==> config.mk <==
export PLATFORM = sky130hd
export DESIGN_NAME = dino_jump_ctrl
export DESIGN_NICKNAME = d
export VERILOG_FILES = /design/src/rtl/dino_pkg.sv /design/src/rtl/key_press_det.sv /design/src/rtl/dino_jump_ctrl.sv
export SDC_FILE = /design/constraint.sdc
export NUM_CORES = 1
export LEC_CHECK = 0
export CAP_MARGIN = 20
export CORE_UTILIZATION = 50
export DETAILED_ROUTE_END_ITERATION = 10
export PLACE_DENSITY = 0.8
export SLEW_MARGIN = 20
export SYNTH_ARGS = -nofsm -noshare
export SYNTH_HDL_FRONTEND = slang
export SYNTH_SLANG_ARGS = --single-unit
==> constraint.sdc <==
create_clock -name clk -period 10.09 [get_ports clk]
set_clock_uncertainty 0.05 [all_clocks]
set_input_delay 1.5135 -clock clk [delete_from_list [all_inputs] [get_ports clk]]
set_output_delay 1.5135 -clock clk [all_outputs]
set_load 0.01 [all_outputs]
==> src/rtl/dino_pkg.sv <==
// dino_pkg: shared types and constants for the dinosaur game blocks.
//   dino_state_e  : jump controller states (GROUND, AIR)
//   HEIGHT_W      : height above ground, unsigned pixels
//   VEL_W         : vertical velocity, signed pixels/tick
//   Y_W           : sprite Y coordinate width
//   KEY_JUMP_P0/1 : default keypad jump codes for players 0 and 1
package dino_pkg;
  typedef enum logic {GROUND = 1'b0, AIR = 1'b1} dino_state_e;
  localparam int HEIGHT_W = 8;
  localparam int VEL_W = 8;
  localparam int Y_W = 9;
  localparam logic [4:0] KEY_JUMP_P0 = 5'h10;
  localparam logic [4:0] KEY_JUMP_P1 = 5'h12;
endpackage

==> src/rtl/key_press_det.sv <==
// key_press_det: rising-edge detector on keypad ready, qualified by a key code.
//   clk       in  system clock
//   clrn      in  asynchronous active-low reset
//   run       in  1 = presses accepted, 0 = presses discarded
//   key_ready in  keypad ready level
//   key_code  in  keypad code, valid while key_ready = 1
//   press     out registered one-cycle pulse on a new press of CODE
module key_press_det
  import dino_pkg::*;
#(
  parameter logic [4:0] CODE = KEY_JUMP_P0
) (
  input  logic       clk,
  input  logic       clrn,
  input  logic       run,
  input  logic       key_ready,
  input  logic [4:0] key_code,
  output logic       press
);
  logic key_ready_d;
  // History tracks even while frozen so a key held across a freeze does not fire on resume.
  always_ff @(posedge clk or negedge clrn)
    if (!clrn) begin
      key_ready_d <= 1'b0;
      press <= 1'b0;
    end else begin
      key_ready_d <= key_ready;
      press <= run & key_ready & ~key_ready_d & (key_code == CODE);
    end
endmodule

==> src/rtl/dino_jump_ctrl.sv <==
// dino_jump_ctrl: per-player jump physics (velocity/gravity integration) with jump buffer and leg animation.
//   clk        in  system clock
//   clrn       in  asynchronous active-low reset
//   tick       in  one-cycle frame-step strobe
//   run        in  1 = game running, 0 = freeze all state
//   key_ready  in  keypad ready level
//   key_code   in  keypad code, valid while key_ready = 1
//   dino_y     out sprite top Y = GROUND_Y - height (registered)
//   airborne   out 1 while in AIR
//   leg        out leg animation phase
//   jump_start out one-cycle pulse on each launch
//   land_pulse out one-cycle pulse on touchdown
module dino_jump_ctrl
  import dino_pkg::*;
#(
  parameter logic [4:0]       JUMP_CODE = KEY_JUMP_P0,
  parameter logic [Y_W-1:0]   GROUND_Y  = 9'd146,
  parameter logic [VEL_W-1:0] V0        = 8'd12,
  parameter logic [VEL_W-1:0] GRAV      = 8'd1,
  parameter int               BUF_TICKS = 4,
  parameter int               LEG_DIV   = 8
) (
  input  logic           clk,
  input  logic           clrn,
  input  logic           tick,
  input  logic           run,
  input  logic           key_ready,
  input  logic [4:0]     key_code,
  output logic [Y_W-1:0] dino_y,
  output logic           airborne,
  output logic           leg,
  output logic           jump_start,
  output logic           land_pulse
);
  dino_state_e state, state_nxt;
  logic [HEIGHT_W-1:0] height, height_nxt;
  logic signed [VEL_W-1:0] vel, vel_nxt, vel_sat;
  logic signed [VEL_W:0] vel_dec;
  logic signed [9:0] sum;
  logic [7:0] buf_cnt, buf_nxt, leg_cnt, leg_cnt_nxt;
  logic leg_nxt, js_nxt, lp_nxt, press, p, t, land, buf_hit, leg_wrap;
  key_press_det #(.CODE(JUMP_CODE)) u_det (
    .clk(clk),
    .clrn(clrn),
    .run(run),
    .key_ready(key_ready),
    .key_code(key_code),
    .press(press)
  );
  // Freezing is done by masking both events; with neither active every register holds.
  assign p = press & run;
  assign t = tick & run;
  assign sum = $signed({2'b00, height}) + $signed({{2{vel[VEL_W-1]}}, vel});
  assign vel_dec = $signed({vel[VEL_W-1], vel}) - $signed({1'b0, GRAV});
  assign vel_sat = (vel_dec < -9'sd128) ? 8'sh80 : vel_dec[VEL_W-1:0];
  assign land = t & (sum <= 10'sd0);
  // A press arriving on the touchdown tick itself counts as buffered.
  assign buf_hit = (buf_cnt != 8'd0) | (p & (BUF_TICKS > 0));
  assign leg_wrap = leg_cnt == 8'(LEG_DIV - 1);
  always_ff @(posedge clk or negedge clrn)
    if (!clrn) begin
      state <= GROUND;
      height <= '0;
      vel <= '0;
      buf_cnt <= '0;
      leg_cnt <= '0;
      leg <= 1'b0;
      jump_start <= 1'b0;
      land_pulse <= 1'b0;
      dino_y <= GROUND_Y;
    end else begin
      state <= state_nxt;
      height <= height_nxt;
      vel <= vel_nxt;
      buf_cnt <= buf_nxt;
      leg_cnt <= leg_cnt_nxt;
      leg <= leg_nxt;
      jump_start <= js_nxt;
      land_pulse <= lp_nxt;
      dino_y <= GROUND_Y - {1'b0, height_nxt};
    end
  always_comb begin
    state_nxt = state;
    height_nxt = height;
    vel_nxt = vel;
    buf_nxt = buf_cnt;
    leg_cnt_nxt = leg_cnt;
    leg_nxt = leg;
    js_nxt = 1'b0;
    lp_nxt = 1'b0;
    if (state == GROUND) begin
      // A tick coinciding with the press is swallowed by the launch.
      if (p) begin
        state_nxt = AIR;
        height_nxt = '0;
        vel_nxt = $signed(V0);
        buf_nxt = '0;
        js_nxt = 1'b1;
      end else if (t) begin
        leg_cnt_nxt = leg_wrap ? 8'd0 : leg_cnt + 8'd1;
        leg_nxt = leg ^ leg_wrap;
      end
    end else begin
      if (land) begin
        height_nxt = '0;
        leg_cnt_nxt = '0;
        buf_nxt = '0;
        lp_nxt = 1'b1;
        js_nxt = buf_hit;
        vel_nxt = buf_hit ? $signed(V0) : vel;
        state_nxt = buf_hit ? AIR : GROUND;
      end else if (t) begin
        height_nxt = (sum > 10'sd255) ? '1 : sum[HEIGHT_W-1:0];
        vel_nxt = vel_sat;
        buf_nxt = (buf_cnt != 8'd0) ? buf_cnt - 8'd1 : 8'd0;
      end
      // Loading the buffer overrides the same-tick decrement.
      if (p && BUF_TICKS > 0 && !land) buf_nxt = 8'(BUF_TICKS);
    end
  end
  always_comb airborne = (state == AIR);
endmodule

Yosys cells after proc, flatten, opt, wreduce, memory -nomap -nowiden
Index checks and enable logic that the tools add are counted.

Equality and inequality tests: 7. Reductions and logical operators: 9. Add/subtract/negate cells: 5. Bitwise operators: 11. $lt $le $gt $ge: 3. Multiplexer cells: 30.

Operators by type and width (count): 8-bit 2-to-1 mux (22); 9-bit by 8-bit adder with 10-bit output (1); 10-bit by 9-bit greater-than comparator with 1-bit output, second input constant (1); 10-bit by 1-bit <= comparator with 1-bit output, second input constant (1); 9-bit by 8-bit < comparator with 1-bit output, second input constant (1); 3-bit AND reduction (3); 8-bit by 2-bit subtractor with 9-bit output, second input constant (1); 8-bit by 8-bit subtractor with 9-bit output, first input constant (1); 8-bit by 1-bit adder with 8-bit output, second input constant (1); 8-bit by 3-bit equality test with 1-bit output, second input constant (1); 1-bit 2-to-1 mux (8); 8-bit nonzero test (1); 8-bit by 1-bit subtractor with 8-bit output, second input constant (1); 1-bit bitwise AND (6); 5-bit equality test, second input constant (1); 4-bit by 1-bit != test with 1-bit output, second input constant (1); 2-bit nonzero test (2); 3-bit by 1-bit != test with 1-bit output, second input constant (1); 3-bit by 2-bit != test with 1-bit output, second input constant (1); 1-bit inverter (3); 2-bit by 1-bit != test with 1-bit output, second input constant (1); 2-bit != test, second input constant (1); 2-bit AND reduction (1); 1-bit logical AND (1); other kinds (3) (3).

Output and inout bits: 13. Word-level logic and storage cells: 76. Input bits: 10. Flip-flop bits (word level): 47.

Longest topological paths before layout
Depth after elaboration: 7. Mapped depth: 13. Depth with buffers taken out: 13.

By module
A second synthesis with hierarchy kept.

Cell total of the unflattened synthesis: 325. Area, all modules: 2926.6 µm².

Modules (own cells, without submodules): dino_jump_ctrl (sequential area each 1104.8 µm², times used 1, area each 2856.5 µm², cells an instance 320); key_press_det (sequential area each 50.0 µm², times used 1, area each 70.1 µm², cells an instance 5).

Worst setup path after synthesis
Ideal clock, no wire load.

Path kind: register to register. Start point: register height[0]. End point: register dino_y[6]. Required time: 9.908 ns. Data arrival time: 3.315 ns. Clock period less this slack: 3.497 ns. Setup slack: 6.593 ns. Buffers on the path: 0. Cell stages (with the launch flop): 14. Setup time: 0.132 ns. Path through: dfrtp_1 -> ha_1 -> fa_1 -> and3_1 -> or3_1 -> a221oi_2 -> and4_4 -> o211ai_1 -> o2111ai_1 -> o21ai_0 -> ha_1 -> or3_4 -> a21oi_2 -> xnor2_1.

Longest elaborated chain between the ends: 7. Elaborated cells on any way between the ends: 10. Classes of those cells: add/sub (2); order compare (2); mux (5); bitwise (1).

RTL lines: start, declared (line dino_jump_ctrl.sv:36) `logic [HEIGHT_W-1:0] height, height_nxt;`; start signal, assigned (line dino_jump_ctrl.sv:73) `height <= height_nxt;`; 9-bit by 8-bit adder with 10-bit output (line dino_jump_ctrl.sv:53) `assign sum = $signed({2'b00, height}) + $signed({{2{vel[VEL_W-1]}}, vel});`; 10-bit by 9-bit greater-than comparator with 1-bit output (line dino_jump_ctrl.sv:113) `height_nxt = (sum > 10'sd255) ? '1 : sum[HEIGHT_W-1:0];`; 8-bit 2-to-1 mux (line dino_jump_ctrl.sv:113); 8-bit 2-to-1 mux (line dino_jump_ctrl.sv:112) `end else if (t) begin`; 8-bit 2-to-1 mux (line dino_jump_ctrl.sv:104) `if (land) begin`; 8-bit 2-to-1 mux (*) (line dino_jump_ctrl.sv:91) `if (state == GROUND) begin`; named net height_nxt[0] (line dino_jump_ctrl.sv:36); 8-bit by 8-bit subtractor with 9-bit output (*) (line dino_jump_ctrl.sv:80) `dino_y <= GROUND_Y - {1'b0, height_nxt};`; end signal, assigned (line dino_jump_ctrl.sv:80); end, declared (line dino_jump_ctrl.sv:29) `output logic [Y_W-1:0] dino_y,`.

The timed path passes the listed nets; every way through them passes the cells marked *. A chain may end at the register's enable or synchronous reset.

Final worst setup path
Same ends and word-level chain as after synthesis.

==> summary by stage <==
Outcome
The run finished with clean final reports.

Clock network
The clock passes through at most 2 buffers. The library cell used as clock root buffer is clkbuf_8. The total of cells resized after clock tree synthesis is 0. The number of buffers inserted by post-CTS setup repair is 0. Clock-pin slew was measured on the worst setup and hold paths at ~0.08 ns. Clock tree synthesis inserted a total of 5 buffers. The tree built by TritonCTS fans out to 46 sinks. The number of buffers inserted by hold repair at cts is 0. At the later pin of the worst-skew pair, clock insertion delay measures 0.30 ns. The CTS tree is built. The maximum level of the CTS H-tree is 2.

Min path
The type of the worst min-delay path is flip-flop to flip-flop. The worst hold path cell count is 1. The worst hold path begins at u_det.key_ready_d. The worst hold path terminates at u_det.press.

Setup path
The setup check on the worst reg-to-reg path leaves a slack of around 6.2 ns. The largest fanout of any net on the critical path is 5. The critical path is of the flip-flop to flip-flop type. The capture instance of the worst register-to-register path is dino_y[6]. Together, buffers and inverters on the worst path number 0.

The delay of the slowest cell on the worst path is between 0.4 and 0.5 ns. At the worst endpoint, the required time is around 10 ns. The critical path goes through ha_1, fa_1, and3_1, or3_1, a221oi_2, and4_4, o211ai_1, o2111ai_1, o21ai_0, ha_1, or3_4, a21oi_2, xnor2_1. The cell with the largest stage delay on the worst path is dfrtp_1. The arrival time at the worst endpoint is roughly 4 ns. The worst setup path is captured at a flip-flop. The most numerous cell type found on the critical path is ha_1.

The startpoint type of the worst setup path is a flip-flop. The dominant delay contributor by cell family on the critical path is simple AND/OR/NAND/NOR gates. The worst register-to-register path begins at height[0]. The depth of the most critical reg-to-reg path is 13.

Drt
The first-pass iteration count of the detailed router is 4. The aggregate routed wire length is between 6000 and 7000 um. The detail-routed net length per standard cell is around 16 um. The residual DRC count is 0. The via-per-instance ratio is approximately 6.1. The routed layout has approximately 2500 vias. In this run, the number of DRC markers left after iteration 0 of detailed routing was about 200. Once detail routing completed, the nets flagged for antenna violations numbered 0.

Final layout
The fraction of final layout cells sized beyond drive strength 1 is 11.6%. The area overhead of the layout relative to synthesis is 13.2%. The diode insertion count for antenna repair is 0. In the final design database the tool counted approximately 370 nets. The top cell types in the final layout, fill and taps aside, are nand2_1, dfrtp_1, o21ai_0, clkdlybuf4s50_1, nor2_1.

Floorplanning
The starting density of the core is between 50% and 60%. The placeable core region is between 0.005 and 0.006 mm2. Pin placement for this block handled 23 I/O pins. The horizontal die dimension is approximately 80 um. The die height is around 80 um. The die covers roughly 0.0064 mm2. Row generation in the floorplan step produced 27 rows.

Synthesis
During synthesis, Yosys emitted a total of 0 warnings. The number of enable-type register cells in the synthesized netlist is 0. The synthesized instance count is between 300 and 400.

The synthesis-stage register bit count is between 40 and 50. The area of the mapped netlist is 0.00302 mm2. The number of nets in the synthesized netlist is ~350. Yosys mapped the design onto 66 distinct sky130hd cell types.

After synthesis, the mean cell area works out to 9.39 um2. Among all flip-flop cells after synthesis, the most frequent one is dfrtp_1. The sequential share of the synthesized area is between 30% and 40%. The fraction of registers with async set/reset is 100%.

Timing
The final cycle utilization of the critical path is between 30% and 40%. The transition time at the pin with the least slew margin is approximately 0.98 ns. The number of slew-limit violations in the final report came to 0.

Derived from the worst setup path, the maximum achievable clock frequency is roughly 260 MHz. Setup violations remaining at the end of the flow were counted as 0. The final hold violation count is 0. The shortest period the worst path allows is roughly 3.8 ns. Setup repair after global routing left no endpoint under its margin.

The worst-case headroom to the max-slew limit is between 30% and 40%. Summed over all failing endpoints, the final setup total negative slack is 0 ns.

Power and ir drop
IR analysis of the VDD net gives a maximum drop of about 0.068 mV. The relative contribution of the clock network to total power is a little over a third. The internal power summed over all cells is slightly below 0.3 mW.

The share of power burned in registers is between 50% and 60%. For this design the total switching power over the nets is just over 0.1 mW. The power density over the cells is ~120 mW/mm2. For this design the static power due to leakage is 1.54 nW. The switching power share of the total is about a quarter.

The total power draw is about 0.4 mW. In this run, the combinational gates consume between 10% and 20% of the power.

Placed design
The placer congestion estimate is about 0.89. The count of buffers added on input and output ports is 22. The post-detailed-placement half-perimeter wirelength is between 4000 and 5000 um.

Global routing
The via count of the first global-routing pass is 2324. The remaining global-route overflow is 0. Entering global routing, the biggest net connects 47 pins. The aggregate global-route resource usage is 22.3%. The first global-routing pass estimated about 11000 um of wire. The initial antenna violation count is 0.

Flow run
Across the run, the number of max-cap violations was 0.
## state kept, by name, indices dropped and copies added (netlist names)
name and count:
leg_cnt 8, u_det.press 1, jump_start 1, height 8
airborne 1, buf_cnt 8, vel 8, leg 1
u_det.key_ready_d 1, dino_y 8, land_pulse 1
## routing by layer
metal  GRT usage, %  share of wire [%]
met1           29.8                 45
met2           35.4                 48
met3           4.80                4.5
met4           8.39                2.1
met5              0                  0
## stage by stage
stage	hold WS [ns]	area [um2]	worst slack (ns)	util, %	std cells
final	0.357	3420	6.25	60.3	417
after CTS	0.363	3400	6.25	59.9	416
after global routing	0.383	3420	6.09	60.3	417
after global placement	0.336	3290	6.16	57.9	408
after detailed placement	0.350	3290	6.08	57.9	408
after floorplan	0.332	3020	6.59	-	322
## power by group through the flow
| stage | Combinational [mW] | Clock (mW) | Sequential (mW) |
|---|---|---|---|
| floorplan | 0.0365 | 0 | 0.205 |
| global placement | 0.0507 | 0 | 0.207 |
| detailed placement | 0.0523 | 0 | 0.208 |
| CTS | 0.0531 | 0.144 | 0.204 |
| global route | 0.0602 | 0.153 | 0.206 |
| finish | 0.0541 | 0.142 | 0.204 |
## area by class of cell
class,count,area (um2)
Fill cell,473,2250
Multi-Input combinational cell,258,1790
Sequential cell,46,1150
Timing Repair Buffer,23,235
Tap cell,72,90.1
Clock buffer,7,86.3
Inverter,10,37.5
Clock inverter,1,30.0
## cells by family (layout without fill, tap and decap cells)
group / after synthesis / in the layout / share of synthesized area (%)
compound gates: 89 / 89 / 23.5
xor+xnor: 13 / 13 / 4.39
fa+ha+maj: 15 / 15 / 6.46
buf+inv: 18 / 41 / 2.65
flops: 46 / 46 / 38.2
mux: 2 / 2 / 0.745
simple gates: 139 / 139 / 24.1
## how the worst max path moves through the flow
stage                   start        end  slack (ns)  cells past startpoint
floorplan           height[0]  dino_y[6]        6.59                     13
global placement          run  dino_y[6]        6.16                      9
detailed placement        run  dino_y[6]        6.08                      9
CTS                 height[0]  dino_y[6]        6.25                     13
global route        height[0]  dino_y[6]        6.09                     13
finish              height[0]  dino_y[6]        6.25                     13
## Yosys cell counts, drive strengths merged, types with 3 or more instances
cell type	count	share of area [%]
a211o	3	0.87
a21o	9	2.2
a21oi	13	2.8
a31oi	3	0.62
and2	6	1.2
and3	9	2.0
buf	4	0.91
clkbuf	4	0.50
dfrtp	43	36
dfstp	3	2.6
ha	14	5.8
inv	10	1.2
nand2	44	5.7
nand2b	10	2.1
nand3	10	1.7
nor2	19	2.4
nor3	20	3.8
nor4	5	1.0
o211ai	3	0.74
o21ai	29	5.3
o221ai	6	2.7
or3	6	1.6
xnor2	10	3.5
xor2	3	0.87
## worst reg2reg max path: stages (launching register included)
cell and delay, ns:
dfrtp_1 0.44, ha_1 0.26, fa_1 0.44, and3_1 0.19, or3_1 0.39, a221oi_2 0.31
and4_4 0.31, o211ai_1 0.14, o2111ai_1 0.14, o21ai_0 0.15, ha_1 0.26, or3_4 0.42
a21oi_2 0.15, xnor2_1 0.12
(Power assumes the default switching activity.)
